File: src/rtl/ffn_tile_sequencer_pkg.sv
// rtl/ffn_tile_sequencer_pkg.sv - shared parameters and FSM state encoding for the FFN tile sequencer
package ffn_tile_sequencer_pkg;

    localparam int FM_ADDR_WIDTH     = 4;
    localparam int FM_ADDR_MAX       = 7;
    localparam int NUM_TILES_DEFAULT = 4;

    typedef enum logic [2:0] {
        S_IDLE  = 3'd0,
        S_LOAD  = 3'd1,
        S_RUN   = 3'd2,
        S_DRAIN = 3'd3,
        S_WRITE = 3'd4,
        S_FIN   = 3'd5
    } state_e;

endpackage

File: src/rtl/ffn_addr_gen.sv
// rtl/ffn_addr_gen.sv - stallable feature-map address counter with end-of-pass flag
module ffn_addr_gen
    import ffn_tile_sequencer_pkg::*;
#(
    parameter int ADDR_WIDTH = FM_ADDR_WIDTH,
    parameter int ADDR_MAX   = FM_ADDR_MAX
) (
    input  logic                  clk_i,
    input  logic                  rst_ni,
    input  logic                  clear_i,
    input  logic                  enable_i,
    output logic [ADDR_WIDTH-1:0] addr_o,
    output logic                  last_o
);

    localparam logic [ADDR_WIDTH-1:0] LAST_ADDR = ADDR_WIDTH'(ADDR_MAX);

    logic [ADDR_WIDTH-1:0] addr_q, addr_d;

    // clear wins over enable so the final issue of a pass wraps straight to zero
    always_comb begin
        addr_d = addr_q;
        if (clear_i) begin
            addr_d = '0;
        end else if (enable_i) begin
            addr_d = addr_q + 1'b1;
        end
    end

    always_ff @(posedge clk_i or negedge rst_ni) begin
        if (!rst_ni) begin
            addr_q <= '0;
        end else begin
            addr_q <= addr_d;
        end
    end

    assign addr_o = addr_q;
    assign last_o = (addr_q == LAST_ADDR);

endmodule

File: src/rtl/ffn_tile_sequencer.sv
// rtl/ffn_tile_sequencer.sv - walks output tiles: clear, address pass, pipeline drain, result handshake
module ffn_tile_sequencer
    import ffn_tile_sequencer_pkg::*;
#(
    parameter int ADDR_WIDTH = FM_ADDR_WIDTH,
    parameter int ADDR_MAX   = FM_ADDR_MAX,
    parameter int NUM_TILES  = NUM_TILES_DEFAULT,
    parameter int TILE_BITS  = 2,
    parameter int PIPE_LAT   = 3
) (
    input  logic                  clk_i,
    input  logic                  rst_ni,
    input  logic                  start_i,
    input  logic                  buffer_rdy_i,
    input  logic                  out_ready_i,
    output logic [ADDR_WIDTH-1:0] addr_o,
    output logic                  addr_valid_o,
    output logic                  acc_clear_o,
    output logic [TILE_BITS-1:0]  tile_idx_o,
    output logic                  out_valid_o,
    output logic                  busy_o,
    output logic                  done_o
);

    if (ADDR_MAX >= (1 << ADDR_WIDTH)) begin : g_bad_addr_max
        $error("ADDR_MAX does not fit in ADDR_WIDTH");
    end
    if (NUM_TILES < 1 || PIPE_LAT < 1) begin : g_bad_counts
        $error("NUM_TILES and PIPE_LAT must be at least 1");
    end

    localparam int                   DW         = $clog2(PIPE_LAT) + 1;
    localparam logic [DW-1:0]        DRAIN_LOAD = DW'(PIPE_LAT - 1);
    localparam logic [TILE_BITS-1:0] LAST_TILE  = TILE_BITS'(NUM_TILES - 1);

    state_e                state_q, state_d;
    logic [DW-1:0]         drain_q, drain_d;
    logic [TILE_BITS-1:0]  tile_q, tile_d;
    logic                  addr_valid_q, addr_valid_d;
    logic                  acc_clear_q, acc_clear_d;
    logic                  out_valid_q, out_valid_d;
    logic                  busy_q, busy_d;
    logic                  done_q, done_d;
    logic                  ag_clear, ag_enable, ag_last, issue_last;

    // an address is issued in any RUN cycle whose registered addr_valid is high
    assign ag_enable  = (state_q == S_RUN) && addr_valid_q;
    assign issue_last = ag_enable && ag_last;
    assign ag_clear   = (state_q == S_LOAD) || issue_last;

    ffn_addr_gen #(
        .ADDR_WIDTH (ADDR_WIDTH),
        .ADDR_MAX   (ADDR_MAX)
    ) u_addr_gen (
        .clk_i    (clk_i),
        .rst_ni   (rst_ni),
        .clear_i  (ag_clear),
        .enable_i (ag_enable),
        .addr_o   (addr_o),
        .last_o   (ag_last)
    );

    always_comb begin
        state_d      = state_q;
        drain_d      = drain_q;
        tile_d       = tile_q;
        addr_valid_d = 1'b0;
        unique case (state_q)
            S_IDLE: begin
                if (start_i) begin
                    state_d = S_LOAD;
                    tile_d  = '0;
                end
            end
            S_LOAD: begin
                if (buffer_rdy_i) begin
                    state_d      = S_RUN;
                    addr_valid_d = 1'b1;
                end
            end
            S_RUN: begin
                if (issue_last) begin
                    drain_d = DRAIN_LOAD;
                    state_d = (PIPE_LAT > 1) ? S_DRAIN : S_WRITE;
                end else begin
                    addr_valid_d = buffer_rdy_i;
                end
            end
            // DRAIN spans PIPE_LAT-1 cycles so out_valid rises PIPE_LAT cycles after the last issue
            S_DRAIN: begin
                drain_d = drain_q - DW'(1);
                if (drain_q <= DW'(1)) begin
                    state_d = S_WRITE;
                end
            end
            S_WRITE: begin
                if (out_valid_q && out_ready_i) begin
                    if (tile_q == LAST_TILE) begin
                        state_d = S_FIN;
                    end else begin
                        tile_d  = tile_q + 1'b1;
                        state_d = S_LOAD;
                    end
                end
            end
            S_FIN: begin
                tile_d  = '0;
                state_d = S_IDLE;
            end
            default: state_d = S_IDLE;
        endcase
        acc_clear_d = (state_d == S_LOAD);
        out_valid_d = (state_d == S_WRITE);
        busy_d      = (state_d != S_IDLE);
        done_d      = (state_d == S_FIN);
    end

    always_ff @(posedge clk_i or negedge rst_ni) begin
        if (!rst_ni) begin
            state_q      <= S_IDLE;
            drain_q      <= '0;
            tile_q       <= '0;
            addr_valid_q <= 1'b0;
            acc_clear_q  <= 1'b0;
            out_valid_q  <= 1'b0;
            busy_q       <= 1'b0;
            done_q       <= 1'b0;
        end else begin
            state_q      <= state_d;
            drain_q      <= drain_d;
            tile_q       <= tile_d;
            addr_valid_q <= addr_valid_d;
            acc_clear_q  <= acc_clear_d;
            out_valid_q  <= out_valid_d;
            busy_q       <= busy_d;
            done_q       <= done_d;
        end
    end

    assign addr_valid_o = addr_valid_q;
    assign acc_clear_o  = acc_clear_q;
    assign tile_idx_o   = tile_q;
    assign out_valid_o  = out_valid_q;
    assign busy_o       = busy_q;
    assign done_o       = done_q;

endmodule

File: config.mk
export PLATFORM = sky130hd
export DESIGN_NAME = ffn_tile_sequencer
export DESIGN_NICKNAME = d
export VERILOG_FILES = /design/src/rtl/ffn_tile_sequencer_pkg.sv /design/src/rtl/ffn_addr_gen.sv /design/src/rtl/ffn_tile_sequencer.sv
export SDC_FILE = /design/constraint.sdc
export NUM_CORES = 1
export LEC_CHECK = 0
export CAP_MARGIN = 15
export CORE_UTILIZATION = 45
export CTS_CLUSTER_SIZE = 25
export DETAILED_ROUTE_END_ITERATION = 10
export PLACE_DENSITY = 0.7
export SETUP_SLACK_MARGIN = 0.3
export SYNTH_ARGS = -nofsm -noshare
export SYNTH_HDL_FRONTEND = slang
export SYNTH_SLANG_ARGS = --single-unit
export TNS_END_PERCENT = 50
File: constraint.sdc
create_clock -name clk_i -period 1.8 [get_ports clk_i]
set_input_delay 0.27 -clock clk_i [delete_from_list [all_inputs] [get_ports clk_i]]
set_output_delay 0.27 -clock clk_i [all_outputs]
set_load 0.01 [all_outputs]
# == After elaboration in Yosys (flattened, before gate mapping) ==
# Cells that the tools add are included.
# totals
regBits,17
inputBits,5
word_cells,56
output_inout_bits,11
# classes
n_addsub,3
reduce_logical,11
muxes,18
order_cmp,1
eq_ne,14
# ops
cell,count
two-way mux 3 bit,7
case mux 3 bit (5 select lines),1
"equality test 3 bit, second input constant",4
two-way mux 4 bit,2
"inequality test 2 bit, second input constant",4
"equality test 3 x 1 -> 1 bit, second input constant",2
"equality test 3 x 2 -> 1 bit, second input constant",2
two-way mux 2 bit,3
case mux 2 bit (3 select lines),1
case mux 3 bit (2 select lines),1
nonzero test 3 bit,2
"adder 4 x 1 -> 4 bit, second input constant",1
"equality test 4 x 3 -> 1 bit, second input constant",1
AND reduction 4 bit,1
nonzero test 2 bit,2
"<= comparator 3 x 1 -> 1 bit, second input constant",1
logical AND 1 bit,3
logical NOT 3 bit,1
"subtractor 3 x 1 -> 3 bit, second input constant",1
"adder 2 x 1 -> 2 bit, second input constant",1
"equality test 2 bit, second input constant",1
two-way mux 1 bit,2
case mux 1 bit (2 select lines),1
AND reduction 2 bit,1
logical OR 1 bit,1

# == Longest topological paths before layout ==
# Gate-level depths: netlist of the first run.
# depth
word_depth,6
ltp_mapped,6
depth_no_buf,6

# == By module ==
# A second synthesis of the first run with hierarchy kept.
# hier_totals
cells_unflattened,86
area_unflattened_um2,897.1
# by_module_without_submodules
mod,seq_area_each_um2,instances,area_each_um2,cells_per_inst
ffn_tile_sequencer,325.3,1,696.9,68
ffn_addr_gen,100.1,1,200.2,18

# == Worst setup path after synthesis of the first run ==
# No wires, ideal clock.
# synth_path
path_kind,register to register
startpoint,reg u_addr_gen.addr_q[0] (netlist: u_addr_gen.addr_o[0])
endpoint,reg busy_q (netlist: busy_o)
setup_slack_ps,274
required_time_ps,1668
path_buffers,0
synth_period_minus_slack_ps,1526
t_arrival_ps,1394
setup_time_ps,132
path_stages_with_launch,6
path_cell_list,dfrtp_1 ha_1 and3b_1 nand2b_1 nand3_1 or3b_1
# synth_between
elab_chain_len,5
# synth_lines
item,line_no,source
from (decl),ffn_addr_gen.sv:18,"logic [ADDR_WIDTH-1:0] addr_q, addr_d;"
from (signal assigned),ffn_addr_gen.sv:34,addr_q <= addr_d;
equality test 4 x 3 -> 1 bit,ffn_addr_gen.sv:39,assign last_o = (addr_q == LAST_ADDR);
logical AND 1 bit,ffn_tile_sequencer.sv:48,assign issue_last = ag_enable && ag_last;
two-way mux 3 bit,ffn_tile_sequencer.sv:82,if (issue_last) begin
case mux 3 bit (5 select lines),ffn_tile_sequencer.sv:68,unique case (state_q)
nonzero test 3 bit,ffn_tile_sequencer.sv:114,busy_d = (state_d != S_IDLE);
net busy_d,ffn_tile_sequencer.sv:42,"logic busy_q, busy_d;"
to (signal assigned),ffn_tile_sequencer.sv:135,busy_q <= busy_d;
to (decl),ffn_tile_sequencer.sv:42,
# The timed path passes the listed nets, and every way through them passes these cells.
# A chain may end at the register's enable or synchronous reset.

# == Worst setup path in the final report of the first run ==
# layout_path
startpoint,reg tile_q[1] (netlist: tile_idx_o[1])
endpoint,reg busy_q (netlist: busy_o)
# layout_between
elab_chain_len,5
# layout_lines
item,line_no,source
from (decl),ffn_tile_sequencer.sv:38,"logic [TILE_BITS-1:0] tile_q, tile_d;"
from (signal assigned),ffn_tile_sequencer.sv:131,tile_q <= tile_d;
equality test 2 bit,ffn_tile_sequencer.sv:98,if (tile_q == LAST_TILE) begin
two-way mux 3 bit,ffn_tile_sequencer.sv:98,
two-way mux 3 bit,ffn_tile_sequencer.sv:97,if (out_valid_q && out_ready_i) begin
case mux 3 bit (5 select lines),ffn_tile_sequencer.sv:68,
nonzero test 3 bit,ffn_tile_sequencer.sv:114,
net busy_d,ffn_tile_sequencer.sv:42,
# The timed path passes the listed nets, and every way through them passes these cells.

==> results.sh, run 1 <==
export IMPL_gp_congestion=0.7520
export IMPL_register_area_sq_um=429.2
export IMPL_critPathRequiredTime_ps=1970
export IMPL_ant_nets=0
export IMPL_synthArstFlopShare=1.000
export IMPL_r2r_slack_ps=280
export IMPL_status="finished, final reports clean"
export IMPL_port_buffer_count=15
export IMPL_synth_top_cell_by_area="dfrtp_1"
export IMPL_hold_violations=0
export IMPL_multi_input_area_sq_um=450.4
export IMPL_drv_slew=0
export IMPL_dieArea_sq_um=2130
export IMPL_cts_sinks=17
export IMPL_start_kind="flop"
export IMPL_synth_ff_type="dfrtp_1"
export IMPL_synth_top_cell_area_share=0.4850
export IMPL_yosysUniqueCellTypes=32
export IMPL_grt_pass1_vias=632
export IMPL_avgRoutedWirePerCell_microns=12.87
export IMPL_syn_area_per_cell_sq_um=9.855
export IMPL_hold_path_class="input pin to asynchronous set/reset pin"
export IMPL_dieHeight_microns=46.15
export IMPL_crit_type="flop to flop"
export IMPL_drt_wl_total_mm=1.763
export IMPL_cp_end_kind="flop"
export IMPL_cpMaxStageDelayCell="dfrtp_1"
export IMPL_initial_core_util=0.4919
export IMPL_grt_usage=0.1834
export IMPL_fillerInstances=158
export IMPL_diodes=0
export IMPL_final_common_cell="dfrtp_1"
export IMPL_ioPinCount=16
export IMPL_fp_row_count=15
export IMPL_r2r_end="busy_o"
export IMPL_core_area_sq_um=1783
export IMPL_synth_area_sq_um=877.1
export IMPL_antenna_found_initial=0
export IMPL_drive_gt1_frac=0.2143
export IMPL_synthCells=89
export IMPL_cts_root_buf="clkbuf_4"
export IMPL_postCtsHoldBufs=0
export IMPL_die_x_microns=46.15
export IMPL_first_pass_iters=4
export IMPL_path_cells="ha_2 -> and3b_2 -> or3_4 -> nand3_2 -> or3b_1"
export IMPL_hpwl_mm=1.174
export IMPL_max_freq_mhz=656.1
export IMPL_critical_path_buf_inv_count=0
export IMPL_vias_per_cell=5.343
export IMPL_synth_area_top_cells="dfrtp_1, ha_1, nor2_1, o21ai_0, nor2b_1"
export IMPL_area_growth_pct=32.24
export IMPL_clock_path_buffers=2
export IMPL_htree_levels=1
export IMPL_synth_fp_nets=98
export IMPL_max_slew_margin=0.7245
export IMPL_tightest_slew_ps=412.4
export IMPL_ys_ff_latch=17
export IMPL_tns_ps=0
export IMPL_cts_tree="built"
export IMPL_ys_warn_count=0
export IMPL_p_leak_nw=0.5147
export IMPL_finalCriticalPeriod_ps=1524
export IMPL_seq_area_frac_synth=0.4850
export IMPL_globalRoute_totalOverflow=0
export IMPL_finalCritPeriodShare=0.8468
export IMPL_slowest_delay_ps=410
export IMPL_power_density_nw_per_um2=1345
export IMPL_drc=0
export IMPL_grt_max_degree=18
export IMPL_vias=732
export IMPL_peakVddDrop_mv=0.7044
export IMPL_rsz0062_at_grt="yes"
export IMPL_final_cell_mix="dfrtp_1, clkdlybuf4s50_1, nor2_1"
export IMPL_finClkSkew_ps=5.878
export IMPL_drt_iter0_drc=15
export IMPL_reg2reg_from="tile_idx_o[1]"
export IMPL_fin_total_pwr_w=0.001560
export IMPL_numCtsBuffers=3
export IMPL_synth_edf_count=0
export IMPL_finalSetupViolations=0
export IMPL_final_net_count=122
export IMPL_arrival_ps=1700
export IMPL_rr_worst_depth=5
export IMPL_clk_pin_slew_ps=100
export IMPL_cp_max_fo=4
export IMPL_grt_pass1_wl_mm=2.697
export IMPL_worstSkewPairLatency_ps=290
export IMPL_crit_family="simple AND/OR/NAND/NOR gates"
export IMPL_drv_cap=0
-- metal layers --
metal  vias to the layer above  global-route usage  part of all wire
met5                         -                   0                 0
met4                         0              0.1059            0.0085
met3                         2             0.02353             0.016
met2                         7              0.2704              0.48
met1                       356              0.2569              0.49
li1                        367                   -                 -
-- state kept, by name, summed over array words and instances (netlist names) --
name and flops:
drain_q 3, out_valid_o 1, busy_o 1, state_q 3
addr_valid_o 1, acc_clear_o 1, tile_idx_o 2, done_o 1
u_addr_gen.addr_o 4
-- area by class of cell --
class | instances | share of cell area
flip-flops and latches | 17 | 0.3700
clock buffers | 4 | 0.02265
repair buffers | 23 | 0.1791
multi-input cells | 64 | 0.3884
inverters | 4 | 0.01295
well taps | 25 | 0.02697
-- cells in the mapped netlist (all sizes together), types with 2 or more instances --
library cell and number:
and3b 2, nor2b 5, nor3 4, buf 4, nand3 3, o21ai 8
nor2 10, dfrtp 17, ha 4, nand2b 2, inv 4, nor3b 2
a21oi 4, nand2 4
-- worst register-to-register path: stages (launching register included) --
cell and delay, ps:
dfrtp_1 410, ha_2 180, and3b_2 260, or3_4 140, nand3_2 50, or3b_1 370
-- timing repair --
| item | CTS | global route |
|---|---|---|
| buffers inserted | 3 | 3 |
| setup endpoints to repair | 9 | 13 |
| resized for setup | 2 | 8 |
| pin swaps | 0 | 6 |
-- cells by family after synthesis --
group | after synthesis | synth area share
AO/OA/AOI/OAI | 21 | 0.1598
AND/OR/NAND/NOR | 38 | 0.2411
buffers and inverters | 8 | 0.04706
flip-flops | 17 | 0.4850
adder cells (fa/ha/maj) | 4 | 0.05706
XOR/XNOR | 1 | 0.009988
-- stage by stage --
step	area, sq um	setup slack (ps)	utilization	hold WS (ps)	cells
after floorplan	888.4	307.9	-	-25.59	89
after global placement	1059	101.2	0.5937	522.6	127
after detailed placement	1059	98.12	0.5937	531.4	127
after CTS	1105	253.1	0.6196	301.2	134
after global routing	1160	212.1	0.6505	315.2	137
final	1160	275.8	0.6505	297.5	137
-- how the worst max path moves through the flow --
stage                         startpoint      to  slack (ps)  cells after the start
global route               tile_idx_o[1]  busy_o         210                      5
finish                     tile_idx_o[1]  busy_o         280                      5
floorplan           u_addr_gen.addr_o[0]  busy_o         310                      5
detailed placement          buffer_rdy_i  busy_o         100                      5
CTS                           state_q[0]  busy_o         250                      4
global placement                 start_i  busy_o         100                      5
-- report_power, final --
group          internal, W  total (W)  switching [W]
combinational     0.000361   0.000685       0.000324
sequential        0.000513   0.000675       0.000162
clock            0.0000861   0.000200       0.000114
Power figures use the tool's default switching activity.
==> inputs of run 2 (changes only) <==
PLACE_DENSITY = 0.73   (was 0.7)
clock period = 1.2 ns   (was 1.8 ns; I/O delays follow)
==> results.sh, run 2 (same netlist as run 1, synthesis figures left out) <==
export IMPL_drt_iter0_drc=38
export IMPL_r2r_end="busy_o"
export IMPL_vias_per_cell=5.626
export IMPL_cts_tree="built"
export IMPL_diodes=0
export IMPL_critPathRequiredTime_ps=1380
export IMPL_critical_path_buf_inv_count=0
export IMPL_r2r_slack_ps=-320
export IMPL_largest_reg_flops=4
export IMPL_finalSetupViolations=20
export IMPL_hold_slack_ps=228.9
export IMPL_max_slew_margin=0.8266
export IMPL_drv_slew=0
export IMPL_reg2reg_from="state_q[0]"
export IMPL_cpMaxStageDelayCell="dfrtp_1"
export IMPL_htree_levels=1
export IMPL_initial_core_util=0.4919
export IMPL_ant_nets=0
export IMPL_clock_path_buffers=2
export IMPL_crit_family="simple AND/OR/NAND/NOR gates"
export IMPL_grt_pass1_vias=897
export IMPL_slowest_delay_ps=450
export IMPL_max_freq_mhz=658.8
export IMPL_final_common_cell="buf_4"
export IMPL_grt_usage=0.2564
export IMPL_drc=0
export IMPL_first_pass_iters=4
export IMPL_final_cell_mix="buf_4, buf_6, dfrtp_1"
export IMPL_final_net_count=156
export IMPL_fillerInstances=84
export IMPL_startpoint="state_q[0]"
export IMPL_clk_pin_slew_ps=100
export IMPL_die_x_microns=46.15
export IMPL_hold_path_class="input pin to asynchronous set/reset pin"
export IMPL_core_area_sq_um=1783
export IMPL_pre_cts_slack_ps=-342.0
export IMPL_rr_worst_depth=4
export IMPL_ioPinCount=16
export IMPL_cp_max_fo=5
export IMPL_finalCritPeriodShare=1.265
export IMPL_layout_setup_ws_ps=-318.0
export IMPL_crit_type="flop to flop"
export IMPL_multi_input_area_sq_um=520.5
export IMPL_antenna_found_initial=0
export IMPL_start_kind="flop"
export IMPL_peakVddDrop_mv=1.553
export IMPL_dieHeight_microns=46.15
export IMPL_hpwl_mm=1.495
export IMPL_drive_gt1_frac=0.5342
export IMPL_numCtsBuffers=3
export IMPL_cts_root_buf="clkbuf_4"
export IMPL_cp_end_kind="flop"
export IMPL_globalRoute_totalOverflow=0
export IMPL_p_leak_nw=0.7323
export IMPL_grt_pass1_wl_mm=3.808
export IMPL_vias=962
export IMPL_tightest_slew_ps=259.6
export IMPL_dieArea_sq_um=2130
export IMPL_register_area_sq_um=427.9
export IMPL_grt_max_degree=18
export IMPL_avgRoutedWirePerCell_microns=17.15
export IMPL_arrival_ps=1700
export IMPL_rsz0062_at_grt="yes"
export IMPL_hold_violations=0
export IMPL_drt_wl_total_mm=2.933
export IMPL_power_density_nw_per_um2=2118
export IMPL_finClkSkew_ps=1.593
export IMPL_fp_row_count=15
export IMPL_finalCriticalPeriod_ps=1518
export IMPL_path_cells="nor2b_1 -> o21ai_1 -> o31a_1 -> or3b_1"
export IMPL_violations="negative setup slack"
export IMPL_drv_cap=0
export IMPL_cts_sinks=17
export IMPL_worstSkewPairLatency_ps=300
export IMPL_area_growth_pct=74.61
export IMPL_status="finished, violations left"
export IMPL_port_buffer_count=15
export IMPL_gp_congestion=0.8334
export IMPL_postCtsHoldBufs=0
-- run 2: cell count changes in the layout (fill, tap and decap cells not counted), moves of 2 or more --
cell             before  now
buf_6                 0   21
dlygate4sd2_1         2    0
buf_2                 0    3
buf_4                 8   29
nor3_1                3    1
o21ai_1               1    5
clkdlybuf4s50_1      13    4
o21ai_0               7    2
-- run 2: routing by layer --
metal | global-route usage | up-vias | wire length, microns | part of all wire
met2 | 0.4676 | 28 | 1561 | 0.53
met4 | 0.1118 | 0 | 104 | 0.035
li1 | - | 429 | - | -
met1 | 0.2985 | 495 | 1180 | 0.40
met3 | 0.02745 | 10 | 87 | 0.030
met5 | 0 | - | 0 | 0
-- run 2: where the power goes --
| group | switching [W] | internal, W | total [W] |
|---|---|---|---|
| Sequential | 0.000208 | 0.000764 | 0.000972 |
| Clock | 0.000195 | 0.000124 | 0.000319 |
| Combinational | 0.000881 | 0.00107 | 0.00195 |
-- run 2: worst max-delay path by stage --
stage	endpoint	slack (ps)	cells past startpoint
6_report	busy_o	-320	4
4_1_cts	busy_o	-280	5
3_5_place_dp	busy_o	-340	5
2_1_floorplan	busy_o	-280	5
3_3_place_gp	done_o	-300	5
5_1_grt	out_valid_o	-360	5
-- run 2: timing repair --
action / 4_1_cts / 5_1_grt
pin swaps: 11 / 10
setup buffers: 8 / 4
setup endpoints to repair: 28 / 28
gates resized for setup: 73 / 17
-- run 2: area by class of cell --
class	count	area share
Multi-Input combinational cell	64	0.3399
Inverter	4	0.009804
Timing Repair Buffer	57	0.3325
Sequential cell	17	0.2794
Clock buffer	3	0.01471
Tap cell	25	0.02042
Clock inverter	1	0.003268
-- run 2: stage by stage --
| stage | power (W) | TNS (ps) | cell area, sq um | std cells | util |
|---|---|---|---|---|---|
| 6_report | 0.003243 | -3727 | 1531 | 171 | 0.8589 |
| 5_1_grt | 0.003402 | -4834 | 1531 | 171 | 0.8589 |
| 4_1_cts | 0.002893 | -2564 | 1430 | 167 | 0.8021 |
| 3_5_place_dp | 0.002382 | -2976 | 1269 | 155 | 0.7116 |
| 3_3_place_gp | 0.002317 | -2572 | 1269 | 155 | 0.7116 |
| 2_1_floorplan | 0.001618 | -1673 | 888.4 | 89 | - |
